$ cat config.mk
export PLATFORM = sky130hd
export DESIGN_NAME = frame_sequencer
export DESIGN_NICKNAME = d
export VERILOG_FILES = /design/src/rtl/frame_sequencer.sv
export SDC_FILE = /design/constraint.sdc
export NUM_CORES = 1
export LEC_CHECK = 0
export CAP_MARGIN = 15
export CORE_MARGIN = 4
export CORE_UTILIZATION = 48
export CTS_BUF_LIST = sky130_fd_sc_hd__clkbuf_16
export DETAILED_ROUTE_END_ITERATION = 10
export HOLD_SLACK_MARGIN = 0.1
export PLACE_DENSITY = 0.87
export SETUP_SLACK_MARGIN = 0.15
export SYNTH_ARGS = -nofsm -noshare
export SYNTH_HDL_FRONTEND = slang
export SYNTH_SLANG_ARGS = --single-unit
$ cat constraint.sdc
create_clock -name i_clk -period 2.1 [get_ports i_clk]
set_clock_uncertainty 0.2 [all_clocks]
set_input_delay 0.42 -clock i_clk [delete_from_list [all_inputs] [get_ports i_clk]]
set_output_delay 0.42 -clock i_clk [all_outputs]
set_load 0.02 [all_outputs]
$ cat src/rtl/frame_sequencer.sv
// Frame sequencer: sweeps the channel space into a rotating set of frame banks
// on each request, then commits the bank to the output driver with a done pulse.
module frame_sequencer #(
    parameter int unsigned  c_ledboards = 30,
    parameter int unsigned  c_max_time  = 1024,
    parameter int unsigned  c_lanes     = 1,
    parameter int unsigned  c_buffers   = 2,
    localparam int unsigned c_channels  = c_ledboards * 32,
    localparam int unsigned c_time_w    = $clog2(c_max_time),
    localparam int unsigned c_addr_w    = $clog2(c_channels),
    localparam int unsigned c_bank_w    = (c_buffers > 1) ? $clog2(c_buffers) : 1
) (
    input  logic                i_clk,
    input  logic                i_rst,
    input  logic                i_drq,
    input  logic [c_time_w-1:0] i_target_time,
    input  logic                i_hold,
    input  logic                i_abort,
    output logic [c_addr_w-1:0] o_addr,
    output logic [c_bank_w-1:0] o_wbank,
    output logic [c_bank_w-1:0] o_rbank,
    output logic [c_time_w-1:0] o_start_time,
    output logic                o_wen,
    output logic                o_drq,
    output logic                o_busy,
    output logic                o_overrun
);

    localparam logic [c_addr_w-1:0] c_last      = c_addr_w'(c_channels - c_lanes);
    localparam logic [c_addr_w-1:0] c_step      = c_addr_w'(c_lanes);
    localparam logic [c_bank_w-1:0] c_bank_max  = c_bank_w'(c_buffers - 1);
    localparam logic [c_bank_w-1:0] c_wbank_rst = (c_buffers > 1) ? c_bank_w'(1) : c_bank_w'(0);

    typedef enum logic [1:0] {
        S_WAIT  = 2'd0,
        S_COPY  = 2'd1,
        S_FLUSH = 2'd2
    } state_t;

    state_t              r_state;
    state_t              w_state_next;
    logic [c_addr_w-1:0] r_addr;
    logic [c_bank_w-1:0] r_wbank;
    logic [c_bank_w-1:0] r_rbank;
    logic [c_bank_w-1:0] w_wbank_next;
    logic [c_time_w-1:0] r_start_time;
    logic [c_time_w-1:0] r_pend_time;
    logic                r_pending;
    logic                r_overrun;
    logic                w_busy;

    // The committed bank becomes the old write bank, so +1 mod N never lands on it.
    assign w_wbank_next = (r_wbank >= c_bank_max) ? c_bank_w'(0) : r_wbank + c_bank_w'(1);

    // State register
    always_ff @(posedge i_clk) begin
        if (i_rst) r_state <= S_WAIT;
        else       r_state <= w_state_next;
    end

    // Next-state logic; abort wins over hold and over the last-address exit
    always_comb begin
        w_state_next = r_state;
        case (r_state)
            S_WAIT:  if (i_drq || r_pending) w_state_next = S_COPY;
            S_COPY: begin
                if (i_abort)                        w_state_next = S_WAIT;
                else if (!i_hold && r_addr == c_last) w_state_next = S_FLUSH;
            end
            S_FLUSH: w_state_next = S_WAIT;
            default: w_state_next = S_WAIT;
        endcase
    end

    // State-decoded outputs
    always_comb begin
        o_wen  = 1'b0;
        o_drq  = 1'b0;
        w_busy = 1'b0;
        case (r_state)
            S_COPY: begin
                o_wen  = !i_hold;
                w_busy = 1'b1;
            end
            S_FLUSH: begin
                o_drq  = !i_abort;
                w_busy = 1'b1;
            end
            default: ;
        endcase
    end

    // Address sweep, bank rotation, time latch and one-deep request queue
    always_ff @(posedge i_clk) begin
        if (i_rst) begin
            r_addr       <= '0;
            r_wbank      <= c_wbank_rst;
            r_rbank      <= '0;
            r_start_time <= '0;
            r_pend_time  <= '0;
            r_pending    <= 1'b0;
            r_overrun    <= 1'b0;
        end else begin
            r_overrun <= 1'b0;
            case (r_state)
                S_WAIT: begin
                    r_addr <= '0;
                    if (r_pending) begin
                        r_start_time <= r_pend_time;
                        r_pending    <= i_drq;
                        if (i_drq) r_pend_time <= i_target_time;
                    end else if (i_drq) begin
                        r_start_time <= i_target_time;
                    end
                end
                S_COPY: begin
                    if (i_abort)                          r_addr <= '0;
                    else if (!i_hold && r_addr != c_last) r_addr <= r_addr + c_step;
                end
                S_FLUSH: begin
                    r_addr <= '0;
                    if (!i_abort) begin
                        r_rbank <= r_wbank;
                        r_wbank <= w_wbank_next;
                    end
                end
                default: r_addr <= '0;
            endcase
            if (w_busy && i_drq) begin
                if (r_pending) begin
                    r_overrun <= 1'b1;
                end else begin
                    r_pending   <= 1'b1;
                    r_pend_time <= i_target_time;
                end
            end
        end
    end

    assign o_addr       = r_addr;
    assign o_wbank      = r_wbank;
    assign o_rbank      = r_rbank;
    assign o_start_time = r_start_time;
    assign o_busy       = w_busy;
    assign o_overrun    = r_overrun;

endmodule

==> flow_metrics.env <==
export IMPL_cp_start_kind="register"
export IMPL_synth_edf_count=0
export IMPL_crit_family="buffers and inverters"
export IMPL_relSlewSlack_pct=78.9
export IMPL_fin_total_pwr_mw=1.90
export IMPL_fill_cells=236
export IMPL_coreArea_sq_um=3130
export IMPL_r2r_setup_slack_ns=0.25
export IMPL_path_buf_inv=1
export IMPL_power_leakage_nw=0.973
export IMPL_grt_pass1_vias=1359
export IMPL_synth_seq_cells=36
export IMPL_setup_violations=0
export IMPL_synth_area_sq_um=1610
export IMPL_dp_hpwl_um=2540
export IMPL_num_rows=20
export IMPL_placed_area_sq_um=2080
export IMPL_synth_seq_area_share_pct=44.9
export IMPL_internal_power_mw=1.38
export IMPL_worstPathCellList="clkdlybuf4s50_1"
export IMPL_fin_crit_sh_pct=90.9
export IMPL_syn_num_nets=186
export IMPL_antenna_found_initial=0
export IMPL_start_util_pct=51.3
export IMPL_cts_clk_slew_worst_paths_ns=0.05
export IMPL_worst_slew_pin_slew_ns=0.311
export IMPL_clock_latency_ns=0.27
export IMPL_finalInstanceArea_sq_um=2210
export IMPL_synth_cell_types=34
export IMPL_holdWs_ns=0.296
export IMPL_cts_setup_buffers=0
export IMPL_hold_path_class="reg2reg"
export IMPL_p_seq_share_pct=41.3
export IMPL_drtAntennaViolNets=0
export IMPL_post_drt_wl_per_cell_um=13.4
export IMPL_drc_errors=0
export IMPL_power_share_clock_pct=36.2
export IMPL_htree_levels=2
export IMPL_cp_arrival_ns=1.29
export IMPL_ys_flop_type="dfxtp_1"
export IMPL_fin_crit_ns=1.91
export IMPL_grt_pass1_wl_um=5800
export IMPL_min_delay_start="r_state[0]"
export IMPL_drt_total_wl_um=3440
export IMPL_drv_slew=0
export IMPL_root_buffer="clkbuf_16"
export IMPL_grt_use_total_pct=17.0
export IMPL_p_sw_share_pct=27.5
export IMPL_final_common_cell="dfxtp_1"
export IMPL_yosysWarnings=0
export IMPL_slowest_stage="clkdlybuf4s50_1"
export IMPL_area_growth_pct=37.6
export IMPL_outcome="complete, no violations"
export IMPL_worstPathMaxFanout=5
export IMPL_grt_max_degree=25
export IMPL_p_per_area_nw_per_um2=861
export IMPL_die_h_um=65.8
export IMPL_ios=41
export IMPL_comb_power_share_pct=22.4
export IMPL_critical_path_startpoint="o_addr[1]"
export IMPL_vias_per_cell=5.34
export IMPL_grt_overflow=0
export IMPL_multi_input_area_sq_um=836
export IMPL_cts_made_buffers=5
export IMPL_gp_congestion=0.841
export IMPL_numClockSinks=36
export IMPL_fin_nets=232
export IMPL_netlist_instances=166
export IMPL_first_pass_iters=4
export IMPL_vias=1373
export IMPL_vdd_ir_drop_max_v=0.000673
export IMPL_post_cts_resized=15
export IMPL_die_w_um=65.8
export IMPL_final_util_pct=70.6
export IMPL_port_buffers=40
export IMPL_maxCapViolations=0
export IMPL_reg2reg_from="r_state[1]"
export IMPL_drive_gt1_share_pct=11.3
export IMPL_antenna_cells=0
export IMPL_clk_path_buf_depth=2
export IMPL_crit_type="reg2out"
export IMPL_dieArea_sq_um=4330
export IMPL_mostFrequentLayoutCells="dfxtp_1 (35), nor2_1 (32), clkdlybuf4s50_1 (30), mux2i_1 (24), a211oi_1 (11)"
export IMPL_seq_area_sq_um=722
export IMPL_rsz0062_at_grt="no"
export IMPL_switching_power_uw=522
export IMPL_fmax_mhz=524
export IMPL_cp_end_kind="output pin"
export IMPL_hold_viol_final=0
export IMPL_critPathRequiredTime_ns=1.48
export IMPL_cpPeakStageDelay_ns=0.63
export IMPL_syn_avg_cell_area_sq_um=9.67
export IMPL_drtIter0Drc=87
export IMPL_ctsHoldBuffers=0
export IMPL_synthArstFlopShare_pct=0
export IMPL_cts_tree="built"
cells in the mapped netlist (4+ instances only):
cell      instances  area share, %
dfxtp_1          36             45
nor2_1           32            7.5
mux2i_1          24             15
a211oi_1         11            5.1
ha_1              5            3.9
clkbuf_1          4           0.94
inv_1             4           0.94
nand2b_1          4            1.6
o21ai_0           4            1.2
xnor2_1           4            2.2
layer usage:
metal / global-route usage (%) / share of wire, % / vias to the layer above
met4: 5.18 / 0.52 / 0
met5: 0 / 0 / -
met1: 19.8 / 45 / 654
met2: 29.2 / 51 / 36
li1: - / - / 681
met3: 5.61 / 4.3 / 2
stage by stage:
step           setup TNS (ns)  setup WS, ns  cells
6_report                    0         0.190    257
5_1_grt                     0         0.151    257
4_1_cts                     0         0.150    257
3_5_place_dp           -0.311        -0.183    249
3_3_place_gp           -0.290        -0.176    249
2_1_floorplan               0         0.282    166
registers in the layout, summed over array words and instances (netlist names):
signal / cells
o_wbank: 1
r_pend_time: 10
o_overrun: 1
r_pending: 1
r_state: 2
o_rbank: 1
o_start_time: 10
o_addr: 10
power groups by stage:
stage | registers, mW | logic, mW | clock network (mW)
finish | 0.786 | 0.427 | 0.689
global route | 0.793 | 0.464 | 0.746
CTS | 0.785 | 0.433 | 0.700
detailed placement | 0.798 | 0.434 | 0
global placement | 0.792 | 0.422 | 0
floorplan | 0.832 | 0.235 | 0
final cells by class:
type	count	area share, %
clock inverter	3	0.680
tap	44	2.49
sequential	36	32.7
timing repair buffer	47	19.9
multi-input combinational	118	37.8
clock buffer	5	5.67
inverter	4	0.680
path summary, 6_finish.rpt:
| check | to | cells past startpoint |
|---|---|---|
| max reg2reg | r_pend_time[9] | 6 |
| min reg2reg | r_state[0] | 2 |
| max | o_addr[1] | 1 |
| min | r_state[0] | 2 |
logic make-up after synthesis:
family          synth area share (%)
fa+ha+maj                       3.90
compound gates                  9.74
xor+xnor                        3.27
mux                             15.7
flops                           44.9
buf+inv                         3.04
simple gates                    19.5
(Power assumes the default switching activity.)
